--- src/rtl/conv_col_sched_pkg.sv ---
// Shared state encoding, default sizes and width helper for the conv_col_sched slice.
// Optional build macro used elsewhere in this slice: CONV_COL_SCHED_ABORT_EN.
package conv_sched_pkg;

    localparam int BIT_WIDTH_DEF     = 8;
    localparam int NO_COL_KERNEL_DEF = 5;
    localparam int PIX_CNT_W_DEF     = 8;

    typedef enum logic [1:0] {
        IDLE   = 2'd0,
        LOAD_W = 2'd1,
        STREAM = 2'd2,
        DONE   = 2'd3
    } sched_state_e;

    // A single-column kernel still needs a 1-bit index port.
    function automatic int kcol_w(input int n_col);
        return (n_col > 1) ? $clog2(n_col) : 1;
    endfunction

    localparam int KCOL_W_DEF = kcol_w(NO_COL_KERNEL_DEF);

endpackage

--- src/rtl/conv_col_sched_if.sv ---
// Bus bundle between conv_col_sched and its weight buffer, pixel source and multi_mul.
// Optional build macro affecting the scheduler (not this bundle): CONV_COL_SCHED_ABORT_EN.
interface conv_col_sched_if #(
    parameter int BIT_WIDTH     = 8,
    parameter int NO_COL_KERNEL = 5
);

    localparam int KCOL_W = conv_sched_pkg::kcol_w(NO_COL_KERNEL);
    localparam int WCOL_W = BIT_WIDTH * NO_COL_KERNEL;

    // Handshakes: weight fetch completes on the edge where o_wgt_req and i_wgt_vld are both
    // high (request and address held until then); a pixel transfers on the edge where
    // i_pix_vld and o_pix_rdy are both high, and o_pix_rdy follows i_mm_ready combinationally.
    logic              o_wgt_req;
    logic [KCOL_W-1:0] o_wgt_addr;
    logic              i_wgt_vld;
    logic [WCOL_W-1:0] i_wgt_data;

    logic                 i_pix_vld;
    logic [BIT_WIDTH-1:0] i_pix_data;
    logic                 o_pix_rdy;

    logic                 i_mm_ready;
    logic [WCOL_W-1:0]    o_weight_col;
    logic [BIT_WIDTH-1:0] o_pix_feature_map;
    logic                 o_enable_colw;
    logic                 o_enable_colip;

    modport master (
        output o_wgt_req, o_wgt_addr,
        input  i_wgt_vld, i_wgt_data,
        input  i_pix_vld, i_pix_data,
        output o_pix_rdy,
        input  i_mm_ready,
        output o_weight_col, o_pix_feature_map, o_enable_colw, o_enable_colip
    );

    modport slave (
        input  o_wgt_req, o_wgt_addr,
        output i_wgt_vld, i_wgt_data,
        output i_pix_vld, i_pix_data,
        input  o_pix_rdy,
        output i_mm_ready,
        input  o_weight_col, o_pix_feature_map, o_enable_colw, o_enable_colip
    );

endinterface

--- src/rtl/conv_col_sched_counter.sv ---
// Kernel-column index plus per-column pixel counter, with end-of-column and last-column flags.
// Optional build macro used by the parent scheduler: CONV_COL_SCHED_ABORT_EN.
module col_pix_counter #(
    parameter int KCOL_W        = 3,
    parameter int PIX_CNT_W     = 8,
    parameter int NO_COL_KERNEL = 5
) (
    input  logic                 i_clk,
    input  logic                 i_rst_n,
    input  logic                 i_col_clr,
    input  logic                 i_col_inc,
    input  logic                 i_pix_clr,
    input  logic                 i_pix_inc,
    input  logic [PIX_CNT_W-1:0] i_npix,
    output logic [KCOL_W-1:0]    o_kcol,
    output logic                 o_col_end,
    output logic                 o_last_col
);

    localparam logic [PIX_CNT_W-1:0] PIX_ONE  = PIX_CNT_W'(1);
    localparam logic [KCOL_W-1:0]    KCOL_ONE = KCOL_W'(1);
    localparam logic [KCOL_W-1:0]    KCOL_MAX = KCOL_W'(NO_COL_KERNEL - 1);

    logic [PIX_CNT_W-1:0] pix_cnt_q;
    logic [KCOL_W-1:0]    kcol_q;

    always_ff @(posedge i_clk) begin
        if (!i_rst_n) begin
            kcol_q    <= '0;
            pix_cnt_q <= '0;
        end else begin
            if (i_col_clr) begin
                kcol_q <= '0;
            end else if (i_col_inc) begin
                kcol_q <= kcol_q + KCOL_ONE;
            end
            if (i_pix_clr) begin
                pix_cnt_q <= '0;
            end else if (i_pix_inc) begin
                pix_cnt_q <= pix_cnt_q + PIX_ONE;
            end
        end
    end

    // Compare against npix-1 so the maximum npix never needs a wider counter.
    assign o_col_end  = (pix_cnt_q == (i_npix - PIX_ONE));
    assign o_last_col = (kcol_q == KCOL_MAX);
    assign o_kcol     = kcol_q;

endmodule

--- src/rtl/conv_col_sched.sv ---
// Per-job sequencer: fetches each kernel column's weights into multi_mul, then streams npix pixels.
// Optional build macro CONV_COL_SCHED_ABORT_EN adds an i_abort input that returns to idle.
module conv_col_sched
    import conv_sched_pkg::*;
#(
    parameter int BIT_WIDTH     = BIT_WIDTH_DEF,
    parameter int NO_COL_KERNEL = NO_COL_KERNEL_DEF,
    parameter int PIX_CNT_W     = PIX_CNT_W_DEF
) (
    input  logic                              i_clk,
    input  logic                              i_rst_n,
    input  logic                              i_start,
    input  logic [PIX_CNT_W-1:0]              i_cfg_npix,
`ifdef CONV_COL_SCHED_ABORT_EN
    input  logic                              i_abort,
`endif
    output logic                              o_busy,
    output logic                              o_done,
    output logic [kcol_w(NO_COL_KERNEL)-1:0]  o_kercol_idx,
    output logic [1:0]                        o_dbg_state,
    conv_col_sched_if.master                  bus
);

    localparam int KCOL_W = kcol_w(NO_COL_KERNEL);
    localparam int WCOL_W = BIT_WIDTH * NO_COL_KERNEL;

    localparam logic [1:0] S_IDLE   = 2'(IDLE);
    localparam logic [1:0] S_LOAD_W = 2'(LOAD_W);
    localparam logic [1:0] S_STREAM = 2'(STREAM);
    localparam logic [1:0] S_DONE   = 2'(DONE);

    logic [1:0]           state_q;
    logic [1:0]           state_d;
    logic [PIX_CNT_W-1:0] npix_q;
    logic [WCOL_W-1:0]    weight_col_q;
    logic [BIT_WIDTH-1:0] pix_q;
    logic                 en_colw_q;
    logic                 en_colip_q;

    logic              abort_w;
    logic              start_acc;
    logic              wgt_take;
    logic              pix_rdy;
    logic              fire;
    logic              col_end;
    logic              last_col;
    logic              col_inc;
    logic [KCOL_W-1:0] kcol;

`ifdef CONV_COL_SCHED_ABORT_EN
    assign abort_w = i_abort & (state_q != S_IDLE);
`else
    assign abort_w = 1'b0;
`endif

    // An aborting cycle neither completes a fetch nor accepts a pixel.
    assign start_acc = (state_q == S_IDLE) & i_start;
    assign wgt_take  = (state_q == S_LOAD_W) & bus.i_wgt_vld & ~abort_w;
    assign pix_rdy   = (state_q == S_STREAM) & bus.i_mm_ready & ~abort_w;
    assign fire      = pix_rdy & bus.i_pix_vld;
    assign col_inc   = fire & col_end & ~last_col;

    col_pix_counter #(
        .KCOL_W        (KCOL_W),
        .PIX_CNT_W     (PIX_CNT_W),
        .NO_COL_KERNEL (NO_COL_KERNEL)
    ) u_cnt (
        .i_clk      (i_clk),
        .i_rst_n    (i_rst_n),
        .i_col_clr  (start_acc),
        .i_col_inc  (col_inc),
        .i_pix_clr  (wgt_take | start_acc),
        .i_pix_inc  (fire),
        .i_npix     (npix_q),
        .o_kcol     (kcol),
        .o_col_end  (col_end),
        .o_last_col (last_col)
    );

    always_comb begin
        state_d = state_q;
        if (abort_w) begin
            state_d = S_IDLE;
        end else begin
            case (state_q)
                S_IDLE: begin
                    if (i_start) begin
                        state_d = (i_cfg_npix != '0) ? S_LOAD_W : S_DONE;
                    end
                end
                S_LOAD_W: begin
                    if (wgt_take) begin
                        state_d = S_STREAM;
                    end
                end
                S_STREAM: begin
                    if (fire && col_end) begin
                        state_d = last_col ? S_DONE : S_LOAD_W;
                    end
                end
                S_DONE: begin
                    state_d = S_IDLE;
                end
                default: begin
                    state_d = S_IDLE;
                end
            endcase
        end
    end

    always_ff @(posedge i_clk) begin
        if (!i_rst_n) begin
            state_q      <= S_IDLE;
            npix_q       <= '0;
            weight_col_q <= '0;
            pix_q        <= '0;
            en_colw_q    <= 1'b0;
            en_colip_q   <= 1'b0;
        end else begin
            state_q    <= state_d;
            en_colw_q  <= wgt_take;
            en_colip_q <= fire;
            if (start_acc) begin
                npix_q <= i_cfg_npix;
            end
            if (wgt_take) begin
                weight_col_q <= bus.i_wgt_data;
            end
            if (fire) begin
                pix_q <= bus.i_pix_data;
            end
        end
    end

    assign bus.o_wgt_req         = (state_q == S_LOAD_W);
    assign bus.o_wgt_addr        = kcol;
    assign bus.o_pix_rdy         = pix_rdy;
    assign bus.o_weight_col      = weight_col_q;
    assign bus.o_pix_feature_map = pix_q;
    assign bus.o_enable_colw     = en_colw_q;
    assign bus.o_enable_colip    = en_colip_q;

    assign o_busy       = (state_q != S_IDLE);
    assign o_done       = (state_q == S_DONE);
    assign o_kercol_idx = kcol;
    assign o_dbg_state  = state_q;

endmodule

--- src/flat_wrapper.sv ---
// flat-port wrapper written by rule: the top's interface ports become plain ports
module conv_col_sched_flat import conv_sched_pkg::*;
#(
    parameter int BIT_WIDTH     = BIT_WIDTH_DEF,
    parameter int NO_COL_KERNEL = NO_COL_KERNEL_DEF,
    parameter int PIX_CNT_W     = PIX_CNT_W_DEF
)
  (i_clk, i_rst_n, i_start, i_cfg_npix, o_busy, o_done, o_kercol_idx, o_dbg_state, bus_o_wgt_req, bus_o_wgt_addr, bus_i_wgt_vld, bus_i_wgt_data, bus_i_pix_vld, bus_i_pix_data, bus_o_pix_rdy, bus_i_mm_ready, bus_o_weight_col, bus_o_pix_feature_map, bus_o_enable_colw, bus_o_enable_colip);
  conv_col_sched_if #(.BIT_WIDTH(BIT_WIDTH), .NO_COL_KERNEL(NO_COL_KERNEL)) bus_i ();
  input  logic i_clk;
  input  logic i_rst_n;
  input  logic i_start;
  input  logic [PIX_CNT_W-1:0] i_cfg_npix;
  output logic o_busy;
  output logic o_done;
  output logic [kcol_w(NO_COL_KERNEL)-1:0] o_kercol_idx;
  output logic [1:0] o_dbg_state;
  output wire logic [$bits(bus_i.o_wgt_req)-1:0] bus_o_wgt_req;
  output wire logic [$bits(bus_i.o_wgt_addr)-1:0] bus_o_wgt_addr;
  input wire logic [$bits(bus_i.i_wgt_vld)-1:0] bus_i_wgt_vld;
  input wire logic [$bits(bus_i.i_wgt_data)-1:0] bus_i_wgt_data;
  input wire logic [$bits(bus_i.i_pix_vld)-1:0] bus_i_pix_vld;
  input wire logic [$bits(bus_i.i_pix_data)-1:0] bus_i_pix_data;
  output wire logic [$bits(bus_i.o_pix_rdy)-1:0] bus_o_pix_rdy;
  input wire logic [$bits(bus_i.i_mm_ready)-1:0] bus_i_mm_ready;
  output wire logic [$bits(bus_i.o_weight_col)-1:0] bus_o_weight_col;
  output wire logic [$bits(bus_i.o_pix_feature_map)-1:0] bus_o_pix_feature_map;
  output wire logic [$bits(bus_i.o_enable_colw)-1:0] bus_o_enable_colw;
  output wire logic [$bits(bus_i.o_enable_colip)-1:0] bus_o_enable_colip;
  assign bus_o_wgt_req = bus_i.o_wgt_req;
  assign bus_o_wgt_addr = bus_i.o_wgt_addr;
  assign bus_i.i_wgt_vld = bus_i_wgt_vld;
  assign bus_i.i_wgt_data = bus_i_wgt_data;
  assign bus_i.i_pix_vld = bus_i_pix_vld;
  assign bus_i.i_pix_data = bus_i_pix_data;
  assign bus_o_pix_rdy = bus_i.o_pix_rdy;
  assign bus_i.i_mm_ready = bus_i_mm_ready;
  assign bus_o_weight_col = bus_i.o_weight_col;
  assign bus_o_pix_feature_map = bus_i.o_pix_feature_map;
  assign bus_o_enable_colw = bus_i.o_enable_colw;
  assign bus_o_enable_colip = bus_i.o_enable_colip;
  conv_col_sched #(.BIT_WIDTH(BIT_WIDTH), .NO_COL_KERNEL(NO_COL_KERNEL), .PIX_CNT_W(PIX_CNT_W)) u_core (.i_clk(i_clk), .i_rst_n(i_rst_n), .i_start(i_start), .i_cfg_npix(i_cfg_npix), .o_busy(o_busy), .o_done(o_done), .o_kercol_idx(o_kercol_idx), .o_dbg_state(o_dbg_state), .bus(bus_i));
endmodule
--- config.mk ---
export PLATFORM = sky130hd
export DESIGN_NAME = conv_col_sched_flat
export DESIGN_NICKNAME = d
export VERILOG_FILES = /design/src/rtl/conv_col_sched_pkg.sv /design/src/rtl/conv_col_sched_if.sv /design/src/rtl/conv_col_sched_counter.sv /design/src/rtl/conv_col_sched.sv /design/src/flat_wrapper.sv
export SDC_FILE = /design/constraint.sdc
export NUM_CORES = 1
export LEC_CHECK = 0
export CAP_MARGIN = 20
export CORE_MARGIN = 4
export CORE_UTILIZATION = 43
export DETAILED_ROUTE_END_ITERATION = 7
export HOLD_SLACK_MARGIN = 0.12
export PLACE_DENSITY = 0.91
export SLEW_MARGIN = 25
export SYNTH_ARGS = -nofsm -noshare
export SYNTH_HDL_FRONTEND = slang
export SYNTH_SLANG_ARGS = --single-unit
--- constraint.sdc ---
create_clock -name i_clk -period 2.6 [get_ports i_clk]
set_input_delay 0.52 -clock i_clk [delete_from_list [all_inputs] [get_ports i_clk]]
set_output_delay 0.52 -clock i_clk [all_outputs]
set_load 0.01 [all_outputs]
# Word level (Yosys, flattened, before mapping)
# Cells that the tools add are included.
dict set report totals {
  ff_bits 71
  input_bits 62
  out_inout_bits 62
  wordCells 41
}
dict set report op_classes {
  n_addsub 3
  eq_ne 8
  mux 6
  bitwise_logic 9
  n_reduce_logical 7
}
# op count
set op_table {}
lappend op_table {{2-bit two-way mux} 5}
lappend op_table {{8-bit by 1-bit adder with 8-bit output (second input constant)} 1}
lappend op_table {{8-bit equality test} 1}
lappend op_table {{2-bit one-hot mux with 4 select lines} 1}
lappend op_table {{8-bit nonzero test} 1}
lappend op_table {{8-bit by 1-bit subtractor with 8-bit output (second input constant)} 1}
lappend op_table {{1-bit AND} 6}
lappend op_table {{2-bit equality test (second input constant)} 2}
lappend op_table {{2-bit != test (second input constant)} 2}
lappend op_table {{2-bit OR reduction} 2}
lappend op_table {{3-bit by 1-bit adder with 3-bit output (second input constant)} 1}
lappend op_table {{3-bit equality test (second input constant)} 1}
lappend op_table {{3-bit AND reduction} 1}
lappend op_table {{2-bit by 1-bit equality test with 1-bit output (second input constant)} 1}
lappend op_table {{2-bit zero test} 1}
lappend op_table {{2-bit by 1-bit != test with 1-bit output (second input constant)} 1}
lappend op_table {{1-bit NOT} 2}
lappend op_table {{2-bit nonzero test} 1}
lappend op_table {{1-bit logical AND} 1}
lappend op_table {{1-bit OR} 1}

# Logic depth before layout (Yosys ltp)
# Gate-level depths: netlist of the first run.
dict set report depth {
  depth_word 6
  ltp_mapped 8
  depth_no_buf 8
}

# Modules after synthesis
# Synthesis of the first run repeated with hierarchy kept, for this count alone.
dict set report unflattened {
  hier_cells 358
  hier_area_um2 3024.2
}
# mod n_inst cells_per_inst area_per_inst_um2 seq_area_each_um2
set modules_own_cells {}
lappend modules_own_cells {conv_col_sched 1 269 2284.7 1201.2}
lappend modules_own_cells {col_pix_counter 1 89 739.5 220.2}

# Worst setup path after synthesis of the first run
# OpenSTA, ideal clock, no wires.
dict set report synth_path {
  path_type {register to register}
  start {register u_core.npix_q[0]}
  end {register u_core.u_cnt.kcol_q[2], in the netlist u_core.u_cnt.o_kcol[2]}
  setup_time_ns 0.117
  t_arrival_ns 1.870
  required_time_ns 2.483
  path_slack_ns 0.613
  stages_incl_launch_ff 9
  path_buffers 0
  period_less_slack_ns 1.987
  path_cell_list {dfxtp_1 -> inv_1 -> ha_1 -> or2_0 -> a2111oi_0 -> o21a_1 -> o221a_4 -> and4b_1 -> nor3_2}
}
dict set report synth_between {
  elab_chain_cells 4
}
# element line
set synth_lines {}
lappend synth_lines {{start: declaration} conv_col_sched.sv:34} ;# logic [PIX_CNT_W-1:0] npix_q;
lappend synth_lines {{start signal: assignment} conv_col_sched.sv:124} ;# npix_q <= i_cfg_npix;
lappend synth_lines {{8-bit by 1-bit subtractor with 8-bit output} conv_col_sched_counter.sv:46} ;# assign o_col_end = (pix_cnt_q == (i_npix - PIX_ONE));
lappend synth_lines {{8-bit equality test} conv_col_sched_counter.sv:46}
lappend synth_lines {{1-bit AND (2 in a row)} conv_col_sched.sv:61} ;# assign col_inc = fire & col_end & ~last_col;
lappend synth_lines {{end signal: assignment} conv_col_sched_counter.sv:35} ;# kcol_q <= kcol_q + KCOL_ONE;
lappend synth_lines {{end: declaration} conv_col_sched_counter.sv:25} ;# logic [KCOL_W-1:0] kcol_q;
# Every way passes these cells.
# A chain may end at the register's enable or synchronous reset.

# Worst setup path in the final report of the first run
dict set report layout_path {
  start {input port bus_i_mm_ready}
  end {output port bus_o_pix_rdy}
}
dict set report layout_between {
  elab_chain_cells 1
}
# element line
set layout_lines {}
lappend layout_lines {{start: declaration} flat_wrapper.sv:25} ;# input wire logic [$bits(bus_i.i_mm_ready)-1:0] bus_i_mm_ready;
lappend layout_lines {{1-bit AND} conv_col_sched.sv:59} ;# assign pix_rdy = (state_q == S_STREAM) & bus.i_mm_ready & ~abort_w;
lappend layout_lines {{end: declaration} flat_wrapper.sv:24} ;# output wire logic [$bits(bus_i.o_pix_rdy)-1:0] bus_o_pix_rdy;
# Every way passes these cells.

==> results.md, run 1 <==
- The worst hold path was traced through 2 stages.
- The number of buffers and inverters on the critical path is 2.
- The cell with the largest stage delay on the worst path is clkdlybuf4s50_1.
- The congestion estimate from routability-driven global placement came to about 0.9.
- Pin placement for this block handled 124 I/O pins.
- In the final routed layout, each cell accounts on average for roughly 14 um.
- The detailed-route DRC error count is 0.
- The number of buffers inserted by post-CTS setup repair is 0.
- The path class of the tightest hold or removal check is flop to flop.
- The cell area after layout is about 4600 sq um.
- Cells with a size suffix above 1 make up 5.533% of the layout.
- The share of the yosys chip area belonging to registers is 46.12%.
- The number of placement rows is 30.
- The number of antenna diodes in the final layout is 0.
- For the pin with the worst max-slew slack, the measured transition is between 0.4 and 0.5 ns.
- The normalized max-slew margin is just under 70%.
- In this run the cell area measured after placement is ~4400 sq um.
- On the worst path, the slowest cell contributes a delay of ~0.54 ns.
- Dividing the detail-routed via count by the number of cells gives ~5.
- Measured along the x axis, the die boundary spans roughly 90 um.
- The detail route stage leaves a number of antenna-violating nets equal to 0.
- Data arrives at the worst endpoint at between 1.5 and 2 ns.
- By area, the combinational part of the netlist is dominated by simple AND/OR/NAND/NOR gates.
- The maximum clock path buffer count is 2.
- The clock slew at the register clock pins of the worst setup and hold paths is about 0.070 ns.
- The worst setup path is launched from a primary input.
- The fmax is 446.8 MHz.
- The worst setup path is captured at an output port.
- The area fraction in compound gates after synthesis is a little under a fifth.
- The reg-to-reg critical path endpoint is u_core.u_cnt.o_kcol[2].
- The critical path is of the primary input to output port type.
- The TritonCTS sink count is 71.
- The post-synthesis adder-cell area fraction is under 10%.
- The top cell types in the final layout, fill and taps aside, are 123 x clkdlybuf4s50_1, 121 x nand2_1, 71 x dfxtp_1.
- The reported leakage power is about 1.7 nW.
- A synthesized cell averages roughly 8.4 sq um.
- After clock tree synthesis, the repair step resized 0 gates.
- The final-layout setup total negative slack is 0 ns.
- The total power draw is 2.496 mW.
- The post-synthesis instance total is between 300 and 400.
- The initial utilization of the core area, before any placement, comes to 44.86%.
- The tightest hold path in the finished design has a slack of between 0.4 and 0.5 ns.
- The number of detailed-routing iterations run before antenna repair is 5.
- Broken down by cell family, the worst path's largest delay share belongs to buffers and inverters.
- The via count is ~2900.
- The most common cell after layout, fill and taps aside is clkdlybuf4s50_1.
- The number of antenna violations at the first check in global routing came to 0.
- Buffers inserted to repair hold after CTS numbered 0.
- The clock tree from TritonCTS is built.
- Across the routed clock network, the largest skew measured is between 0.01 and 0.015 ns.
- The critical path goes through clkdlybuf4s50_1 > and3b_1 > clkdlybuf4s50_1.
- The maximum vdd drop is roughly 0.40 mV.
- The half-perimeter wire length after placement is between 5000 and 6000 um.
- The clock latency on the worst-skew pair is ~0.33 ns.
- The flow ran to the end, and the final reports show no timing, DRC or antenna violations.
- The biggest area consumer among synthesized cells is dfxtp_1.
- The number of failing hold endpoints at the final stage is 0.
- The number of nets in the synthesized netlist is between 400 and 500.
- Summing all flip-flop and latch instances after layout gives between 1000 and 1500 sq um.
- After Yosys synthesis, and, or, nand and nor cells account for roughly a quarter of the synthesized area.
- Counting buffers and inverters, the worst setup path is 3 cells deep.
- In the detailed route, the total length drawn on met3 is 604 um.
- Measured in cells, the most critical reg-to-reg path has a length of 8.
- In the post-synthesis netlist, the biggest area contributors are dfxtp_1 46%, nand2_1 15%, a21boi_0 12%.
- Entering global routing, the biggest net connects a little over 40 pins.
- Buffers placed on the I/O ports in this run total roughly 120.
- The filler cells instantiated in the layout total 567.
- After synthesis, the largest area contributor takes up between 40% and 50% of total cell area.
- The register bit total from synthesis is ~70.
- The die outline area is 8585 sq um.
- The cell type with the highest occurrence count on the critical path is clkdlybuf4s50_1.
- The biggest fanout along the worst timing path is 2.
- The setup violation total in the final timing report is 0.
- The leftover overflow at the end of global routing is 0.
- For the worst setup path, the data required time is about 2.1 ns.
- In the finished design, the share of the clock period the worst path needs comes to a little under nine tenths.
- The wire length on met1 is between 3000 and 4000 um.
- The routed design has between 7000 and 8000 um of wire.
- The via count of the first global-routing pass is 2797.
- The synthesized netlist occupies a cell area of 3082 sq um.
- Clock tree synthesis selected as its root buffer the cell clkbuf_8.
- In the final layout, the multi-input gates occupy between 1500 and 2000 sq um.
- In this run the vertical extent of the chip is roughly 93 um.
- Yosys printed 0 warnings.
- The share of flip-flops with an asynchronous set or reset is 0%.
- Global routing consumed, over all layers together, between 10% and 20% of the routing resources.
- In this run the top signal layer used is met4.
- Of the total synthesized cell area, the portion taken by XOR and XNOR cells is between 4 and 5%.
- The number of max-cap violations is 0.
- The routed design could run at a clock period as short as roughly 2.2 ns.
- After synthesis, the share of cell area in mux cells is less than 1%.
- The source of the worst hold timing path is u_core.bus.o_weight_col[30].
- Among all flip-flop cells after synthesis, the most frequent one is dfxtp_1.
- The synthesized design contains 0 enable-type register cells.
- The final-report max-slew violation count is 0.
- The net total in the final layout is around 550.
- The first global-routing pass estimated around 13000 um of wire.
- The cell area power density is about 540 nW/um^2.
- The met2 wirelength from detailed routing is 3769 um.
- The core region area is 6869 sq um.
- The first routing iteration left 76 violations.
- The worst hold path terminates at u_core.bus.o_weight_col[30].
- The number of buffers added by the clock tree synthesis step is 9.
- The H-tree was split into 3 levels.
- Setup repair after global routing left no endpoint under its margin.
- From synthesis to final layout, the design area changed by 49.90%.
- The launch point of the worst reg-to-reg path is u_core.npix_q[0].
- The distinct cell type count of the synthesized netlist is 40.
- For flop-to-flop paths, the worst setup slack is 0.41 ns.
## worst register-to-register path: stages (launching register included)
cell       delay (ns)
dfxtp_1          0.43
inv_1            0.07
ha_1             0.27
or2_0            0.23
a2111oi_0        0.38
o21a_1           0.22
o221a_4          0.22
and4b_1          0.21
nor3_2           0.04
## cells by family (layout without fill, tap and decap cells)
family,after synthesis,count (layout)
flip-flops,71,71
buffers and inverters,30,153
adder cells (fa/ha/maj),4,4
XOR/XNOR,16,16
AND/OR/NAND/NOR,167,167
multiplexers,2,2
AO/OA/AOI/OAI,75,75
## state kept, by name, indices dropped and copies added, names as in the netlist
register / count
u_core.bus.o_weight_col: 40
u_core.bus.o_pix_feature_map: 8
u_core.npix_q: 8
u_core.u_cnt.pix_cnt_q: 8
u_core.u_cnt.o_kcol: 3
u_core.o_dbg_state: 2
u_core.bus.o_enable_colip: 1
u_core.bus.o_enable_colw: 1
## stage by stage
stage,setup WS (ns),std cells,utilization (%)
2_1_floorplan,0.6127,365,-
3_3_place_gp,0.3726,568,63.88
3_5_place_dp,0.3634,568,63.88
4_1_cts,0.3575,584,67.25
5_1_grt,0.2262,584,67.25
6_report,0.3620,584,67.25
## worst max-delay path by stage
stage                           from                endpoint  slack (ns)
finish                bus_i_mm_ready           bus_o_pix_rdy        0.36
global route        u_core.npix_q[0]  u_core.u_cnt.o_kcol[2]        0.23
CTS                   bus_i_mm_ready           bus_o_pix_rdy        0.36
global placement      bus_i_mm_ready           bus_o_pix_rdy        0.37
detailed placement    bus_i_mm_ready           bus_o_pix_rdy        0.36
floorplan           u_core.npix_q[0]  u_core.u_cnt.o_kcol[2]        0.61
## area by class of cell
class                      count  area share [%]
timing repair buffer         128           27.74
clock buffer                  11           3.277
inverter                       9          0.7313
clock inverter                 5           1.733
tap                           96           2.600
sequential                    71           30.77
multi-input combinational    264           33.15
## power breakdown
part           internal (mW)  switching (mW)  total, mW
clock                  0.591           0.403      0.995
combinational          0.203           0.145      0.348
sequential              1.12          0.0299       1.15
## cell usage after synthesis (3+ instances only)
cell	instances
ha_1	4
nor2_1	13
inv_1	9
dfxtp_1	71
nand3_1	7
buf_4	3
nand2_1	121
nand4_1	4
a21boi_0	48
and2_1	5
xnor2_1	7
buf_2	4
o21ai_1	3
a21oi_1	4
a21boi_1	9
nor2b_1	3
clkbuf_1	14
xor2_1	8
## per-layer routing
layer | vias up | global-route usage (%)
li1 | 1443 | -
met1 | 1305 | 21.86
met3 | 14 | 5.686
met4 | 0 | 8.669
met2 | 102 | 31.00
met5 | - | 0
(Power assumes the default switching activity.)
==> run 2, diff against run 1 <==
CORE_UTILIZATION = 46   (was 43)
PLACE_DENSITY = 0.95   (was 0.91)
RECOVER_POWER = 100   (was default)
clock period = 2.65 ns   (was 2.6 ns; I/O delays follow)
==> run 2 against run 1 <==
Against the previous run: power is 12% lower; core utilization is 3.0 points higher; cell count fell by 3.6%; sequential power barely moved; non-clock buffer count stayed put; sequential share of layout area up 0.73 points; combinational power down 6.3%; die area fell by 6.0%; setup slack worse by 0.11 ns; register-to-register slack worse by 0.06 ns.
==> results.md, run 2 (synthesis results as in run 1) <==
- The flow ran to the end, and the final reports show no timing, DRC or antenna violations.
- The half-perimeter wire length after placement is 6106 um.
- The H-tree was split into 3 levels.
- The wire length of the first global-routing pass is roughly 13000 um.
- The min-delay analysis places its worst path in the category flop to flop.
- Counting along the longest clock path gives a buffer depth of 2.
- The portion of total power attributed to the clock network is 33.5%.
- At the later pin of the worst-skew pair, clock insertion delay measures about 0.33 ns.
- The slack of the worst reg-to-reg path is 0.35 ns.
- The switching share of total power is roughly a quarter.
- The routed design has 8036 um of wire.
- Data arrives at the worst endpoint at 1.87 ns.
- Input and output buffers added on the ports amount to 123.
- The leftover overflow at the end of global routing is 0.
- The share of total power dissipated in combinational logic is between 10 and 15%.
- Setup repair after global routing left no endpoint under its margin.
- The via count of the first global-routing pass is ~2800.
- The register with the most flip-flops in the layout has 40 of them.
- For the final database, setup skew stands at slightly above 0.009 ns.
- After clock tree synthesis, the clock-pin slew on the worst setup and hold paths is ~0.07 ns.
- Cells with a size suffix above 1 make up ~4.3% of the layout.
- In this run the power spent charging and discharging nets is roughly 0.52 mW.
- Setup violations remaining at the end of the flow were counted as 0.
- Pin placement for this block handled roughly 120 I/O pins.
- The first detailed-routing pass took 4 iterations.
- The floorplan step set the die height to 89.85 um.
- In the routed design, unresolved DRC markers number 0.
- The x dimension of the die is 89.85 um.
- The total of cells resized after clock tree synthesis is 0.
- The final-report max-slew violation count is 0.
- Summed over all failing endpoints, the final setup total negative slack is 0 ns.
- The cell type with the highest occurrence count on the critical path is dlygate4sd3_1.
- Leaving out fill and tap cells, the most frequent cells in the layout are 121 x nand2_1, 71 x dfxtp_1, 65 x dlygate4sd3_1.
- The part of the total power dissipated in sequential elements is ~52%.
- Across every metal layer, demand over resource in global routing totals around a fifth.
- The final antenna-violating net count is 0.
- The non-filler instance count after layout is 563.
- The vias per cell is roughly 5.
- Counting the fill cells in the layout gives slightly above 500.
- The setup path with the least slack is of type primary input to output port.
- The worst setup path is launched from a primary input.
- Max-cap violations in this run came to 0.
- The net total in the final layout is around 550.
- The routability congestion estimate is between 0.9 and 1.
- The routed layout has between 2000 and 3000 vias.
- Leaving out fill and tap cells, the most frequent cell in the layout is nand2_1.
- In this run the static leakage power is 1.822 nW.
- The critical path goes through dlygate4sd3_1 > and3b_1 > dlygate4sd3_1.
- The internal power of the cells totals between 1.5 and 2 mW.
- The master cell of the clock root buffer is clkbuf_8.
- The wire length per cell after detailed routing is around 14 um.
- The layout overhead on the synthesized area is 46.41%.
- After the first detailed-routing iteration, the DRC count stood at around 120.
- The cell with the largest stage delay on the worst path is dlygate4sd3_1.
- The effective utilization at floorplan is between 40% and 50%.
- In this run, placement finished with an instance count of ~550.
- On the worst path, the slowest cell contributes a delay of about 0.61 ns.
- The core region area is about 6400 sq um.
- The number of antenna violations at the first check in global routing came to 0.
- The normalized max-slew margin is 27.28%.
- The required time of the critical path is roughly 2.1 ns.
- The pre-CTS setup slack is around 0.38 ns.
- For the pin with the worst max-slew slack, the measured transition is about 1.1 ns.
- The number of failing hold endpoints at the final stage was 0.
- The cell area power density is about 490 nW/um^2.
- The maximum vdd drop is around 0.32 mV.
- The clock tree from TritonCTS is built.
- The floorplan step defined a die boundary enclosing 8073 sq um.
- The fmax is 416.5 MHz.
- Across all setup checks in the final design, the least slack found is 0.2489 ns.
- The number of placement rows is 29.
- The maximum number of pins on one net before global-route repair is approximately 40.
- The number of antenna cells inserted is 0.
- The number of buffers added by the clock tree synthesis step is 9.
- In this run the worst path has a maximum fanout of 2.
- The TritonCTS sink count is 71.
- STA classifies the critical path endpoint as an output port.
- Power comes to about 2.2 mW.
- The worst path uses approximately 90% of the clock period.
- The number of hold buffers added after CTS is 0.
- The shortest period the worst path allows is between 2 and 2.5 ns.
- After clock tree synthesis, the setup repair step added 0 buffers.
-- run 2: path summary, 6_finish.rpt --
path | start | to | cells past startpoint
min | u_core.bus.o_weight_col[31] | u_core.bus.o_weight_col[31] | 2
max reg2reg | u_core.npix_q[0] | u_core.u_cnt.o_kcol[2] | 8
max | bus_i_mm_ready | bus_o_pix_rdy | 3
min reg2reg | u_core.bus.o_weight_col[31] | u_core.bus.o_weight_col[31] | 2
-- run 2: layout make-up --
class                           count  area [sq um]  area share (%)
Multi-Input combinational cell    264          1523           33.75
Clock inverter                      1         5.005          0.1109
Inverter                            9         33.78          0.7488
Timing Repair Buffer              128          1274           28.23
Clock buffer                       13         158.9           3.522
Sequential cell                    71          1421           31.50
Tap cell                           77         96.34           2.135
-- run 2: layer usage --
layer  global-route usage (%)  wire (um)  up-vias  part of all wire, %
met2                    34.71       3955      111                   49
met4                    8.546        190        0                  2.4
li1                         -          -     1440                    -
met3                    5.593        621       17                  7.7
met5                        0          0        -                    0
met1                    22.17       3269     1316                   41
-- run 2: stage by stage --
stage | hold WS (ns) | util [%] | instance area, sq um
after floorplan | 0.4688 | - | 3082
after global placement | 0.4398 | 67.95 | 4364
after detailed placement | 0.4507 | 67.95 | 4364
after CTS | 0.4532 | 70.50 | 4528
after global routing | 0.4792 | 70.25 | 4512
final | 0.4593 | 70.25 | 4512
-- run 2: worst max-delay path: cells and delay by family --
family	cells	cell delay [ns]
buffers and inverters	2	1.16
and+or+nand+nor	1	0.19
-- run 2: power by group through the flow --
stage	Clock (mW)	Combinational (mW)	Sequential (mW)
2_1_floorplan	0	0.140	1.16
3_3_place_gp	0	0.334	1.15
3_5_place_dp	0	0.341	1.16
4_1_cts	0.759	0.343	1.13
5_1_grt	0.806	0.356	1.14
6_report	0.733	0.326	1.13
==> run 3, diff against run 2 <==
CORE_ASPECT_RATIO = 1.2   (was default)
CORE_UTILIZATION = 39   (was 46)
PLACE_DENSITY = 0.87   (was 0.95)
clock period = 2 ns   (was 2.65 ns; I/O delays follow)
==> run 3 against run 2 <==
Against the previous run: clock power rose by 53%; register-to-register slack worse by 0.31 ns; wire length rose by 4.6%; sequential power grew 33%; clock skew shrank 0.0030 ns; cell count up 4.3%; combinational power increased by 42%; sequential share of layout area fell by 0.82 points; critical path depth up 6; die area increased by 16%; count of clock-buffer cells in the layout down 1; core utilization shrank 9.9 points; critical path type is now flop to flop; highest routed layer unchanged.
==> results.md, run 3 (synthesis results as in run 1) <==
- The maximum clock path buffer count is 2.
- The post-detailed-placement cell area is 4436 sq um.
- Walking the worst path, the cells encountered are inv_2 > ha_4 > buf_6 > xnor3_1 > nand4_1 > a311oi_2 > o221a_4 > and4b_1 > nor3_2.
- The number of top-level pins is 124.
- At the pin with the least slew margin, the transition time is 0.8708 ns.
- The type of the worst min-delay path is flop to flop.
- In the detailed route, the total length drawn on met3 is 493 um.
- At the later pin of the worst-skew pair, clock insertion delay measures 0.34 ns.
- Summed over all layers, the global routing overflow is 0.
- STA classifies the critical path startpoint as a flop.
- The cell area power density is approximately 660 nW/um^2.
- Setup repair after global routing could not meet its margin everywhere.
- The flip-flop count of the largest register, all copies and words added is 40.
- The count of nets left with antenna violations once routing finished came out at 0.
- The cell with the largest stage delay on the worst path is a311oi_2.
- The final-report max-slew violation count was 0.
- The via count of the first global-routing pass came to 2995.
- In the routed layout, each cell is associated on average with a via count of between 4 and 5.
- The layout cell share with drive strength beyond 1 is about 8.3%.
- The tree is rooted in a clkbuf_8.
- The maximum vdd drop is around 0.4 mV.
- Once detailed placement completed, the half-perimeter wirelength came to between 6000 and 7000 um.
- Across the routed clock network, the largest skew measured is slightly above 0.006 ns.
- The number of buffers added by the clock tree synthesis step is 9.
- At the worst endpoint, the required time is ~2.2 ns.
- The count of cells in the finished layout, fillers not included, comes to ~600.
- The fill cell instance count of the final layout is 650.
- The final route contains 2880 vias.
- For the finished layout, the period the worst path requires is between 1.5 and 2 ns.
- In this run the post-CTS setup repair buffer count came out at 0.
- The most common cell after layout, fill and taps aside is nand2_1.
- The total instance count after detailed placement is roughly 570.
- The x dimension of the die is 89.15 um.
- The global-route total usage across every layer is 18.47%.
- The kind of critical path is flop to flop.
- During placement, the flow inserted port buffers numbering between 100 and 150.
- The number of failing hold endpoints at the final stage is 0.
- The net count of the finished layout is ~560.
- The core region area is roughly 7700 sq um.
- The fmax is slightly above 500 MHz.
- Headroom to the max-slew limit came out at about two fifths.
- The flow ran to the end, and the final reports show no timing, DRC or antenna violations.
- TritonCTS built the clock tree.
- The detailed-route DRC error count is 0.
- For this configuration, the core starts out at a cell density of 39.98%.
- The detailed router used layers up to and including met4.
- The number of antenna violations at the first check in global routing came to 0.
- The wire length of the first global-routing pass is 13680 um.
- STA puts the critical path data arrival time at approximately 2.2 ns.
- Clock-pin slew was measured on the worst setup and hold paths at 0.07 ns.
- In this run the static leakage power is about 1.9 nW.
- Of the available clock period, the critical path in the final layout requires approximately 98%.
- The TritonCTS sink count is 71.
- The met2 wirelength from detailed routing is between 4000 and 5000 um.
- Routability-driven placement finished with a final weighted congestion of between 0.8 and 0.9.
- The setup violation total in the final timing report is 0.
- Cells fill roughly 60% of the core in the end.
- The die outline area is around 9400 sq um.
- The tightest hold margin is 0.4544 ns.
- On the worst path, the slowest cell contributes a delay of between 0.3 and 0.4 ns.
- The number of antenna cells inserted is 0.
- The number of violations reported at the end of detailed-routing iteration 0 is ~130.
- The wire length per cell after detailed routing is approximately 14 um.
- The cell area after layout is between 4000 and 5000 sq um.
- The sum of routed wire length over all layers is roughly 8400 um.
- The number of H-tree levels is 3.
- The wire length on met1 is around 3100 um.
- The first detailed-routing pass took 4 iterations.
- Of all nets on the critical path, the largest fanout is 5.
- Row generation in the floorplan step produced 35 rows.
- The tool flagged a number of max-cap violations equal to 0.
- Entering global routing, the biggest net connects 41 pins.
- STA classifies the critical path endpoint as a flop.
- In the layout the commonest cells are 121 x nand2_1, 66 x dfxtp_1, 65 x clkdlybuf4s50_1.
- The die span in y is 105.4 um.
- From synthesis to final layout, the design area changed by 50.99%.
## run 3: cell count changes in the layout (fill, tap and decap cells not counted), sizes merged
cell / change
clkbuf: +1
clkdlybuf4s50: +7
dlygate4sd2: +1
dlygate4sd3: -9
buf: +6
clkinv: +2
bufinv: +1
## run 3: final cells by class
type | instances | area [sq um] | share of cell area, %
flip-flops and latches | 71 | 1428 | 30.68
well taps | 92 | 115.1 | 2.474
clock buffers | 12 | 145.1 | 3.119
clock inverters | 4 | 45.04 | 0.9680
repair buffers | 135 | 1320 | 28.37
inverters | 9 | 33.78 | 0.7260
multi-input cells | 264 | 1567 | 33.66
## run 3: critical path: cells and delay by family, from the launching register on
kind,cells,cell delay (ns)
buffers and inverters,2,0.17
DFF,1,0.34
adders and majority gates,1,0.16
AOI/OAI and AO/OA,2,0.62
xor gates and xnor gates,1,0.19
and+or+nand+nor,3,0.37
## run 3: what timing repair did
action,4_1_cts,5_1_grt
hold buffers,0,0
pin swaps,0,3
gates resized for setup,4,14
endpoints found under the setup margin,3,6
## run 3: final timing paths
kind / end / slack, ns / depth (start not counted) / start
setup / recovery: u_core.u_cnt.o_kcol[2] / 0.04 / 9 / u_core.npix_q[1]
hold / removal: u_core.bus.o_weight_col[35] / 0.45 / 2 / u_core.bus.o_weight_col[35]
setup reg to reg: u_core.u_cnt.o_kcol[2] / 0.04 / 9 / u_core.npix_q[1]
hold reg to reg: u_core.bus.o_weight_col[35] / 0.45 / 2 / u_core.bus.o_weight_col[35]
## run 3: layer usage
metal | up-vias | track usage (%)
li1 | 1455 | -
met1 | 1333 | 19.83
met2 | 78 | 32.40
met3 | 14 | 5.238
met4 | 0 | 8.617
met5 | - | 0
## run 3: metrics by stage
stage                     setup slack [ns]  setup TNS, ns  total power, mW
after global placement            -0.07847        -0.2353            1.985
after floorplan                    0.01268              0            1.729
after CTS                          0.01500              0            3.121
after global routing              -0.03948       -0.06800            3.226
after detailed placement           -0.1068        -0.4082            1.999
final                              0.03947              0            3.086
## run 3: where the power goes
part / switching, mW / total [mW] / internal, mW
sequential: 0.0380 / 1.50 / 1.46
combinational: 0.199 / 0.464 / 0.266
clock: 0.517 / 1.12 / 0.605
total: 0.753 / 3.09 / 2.33
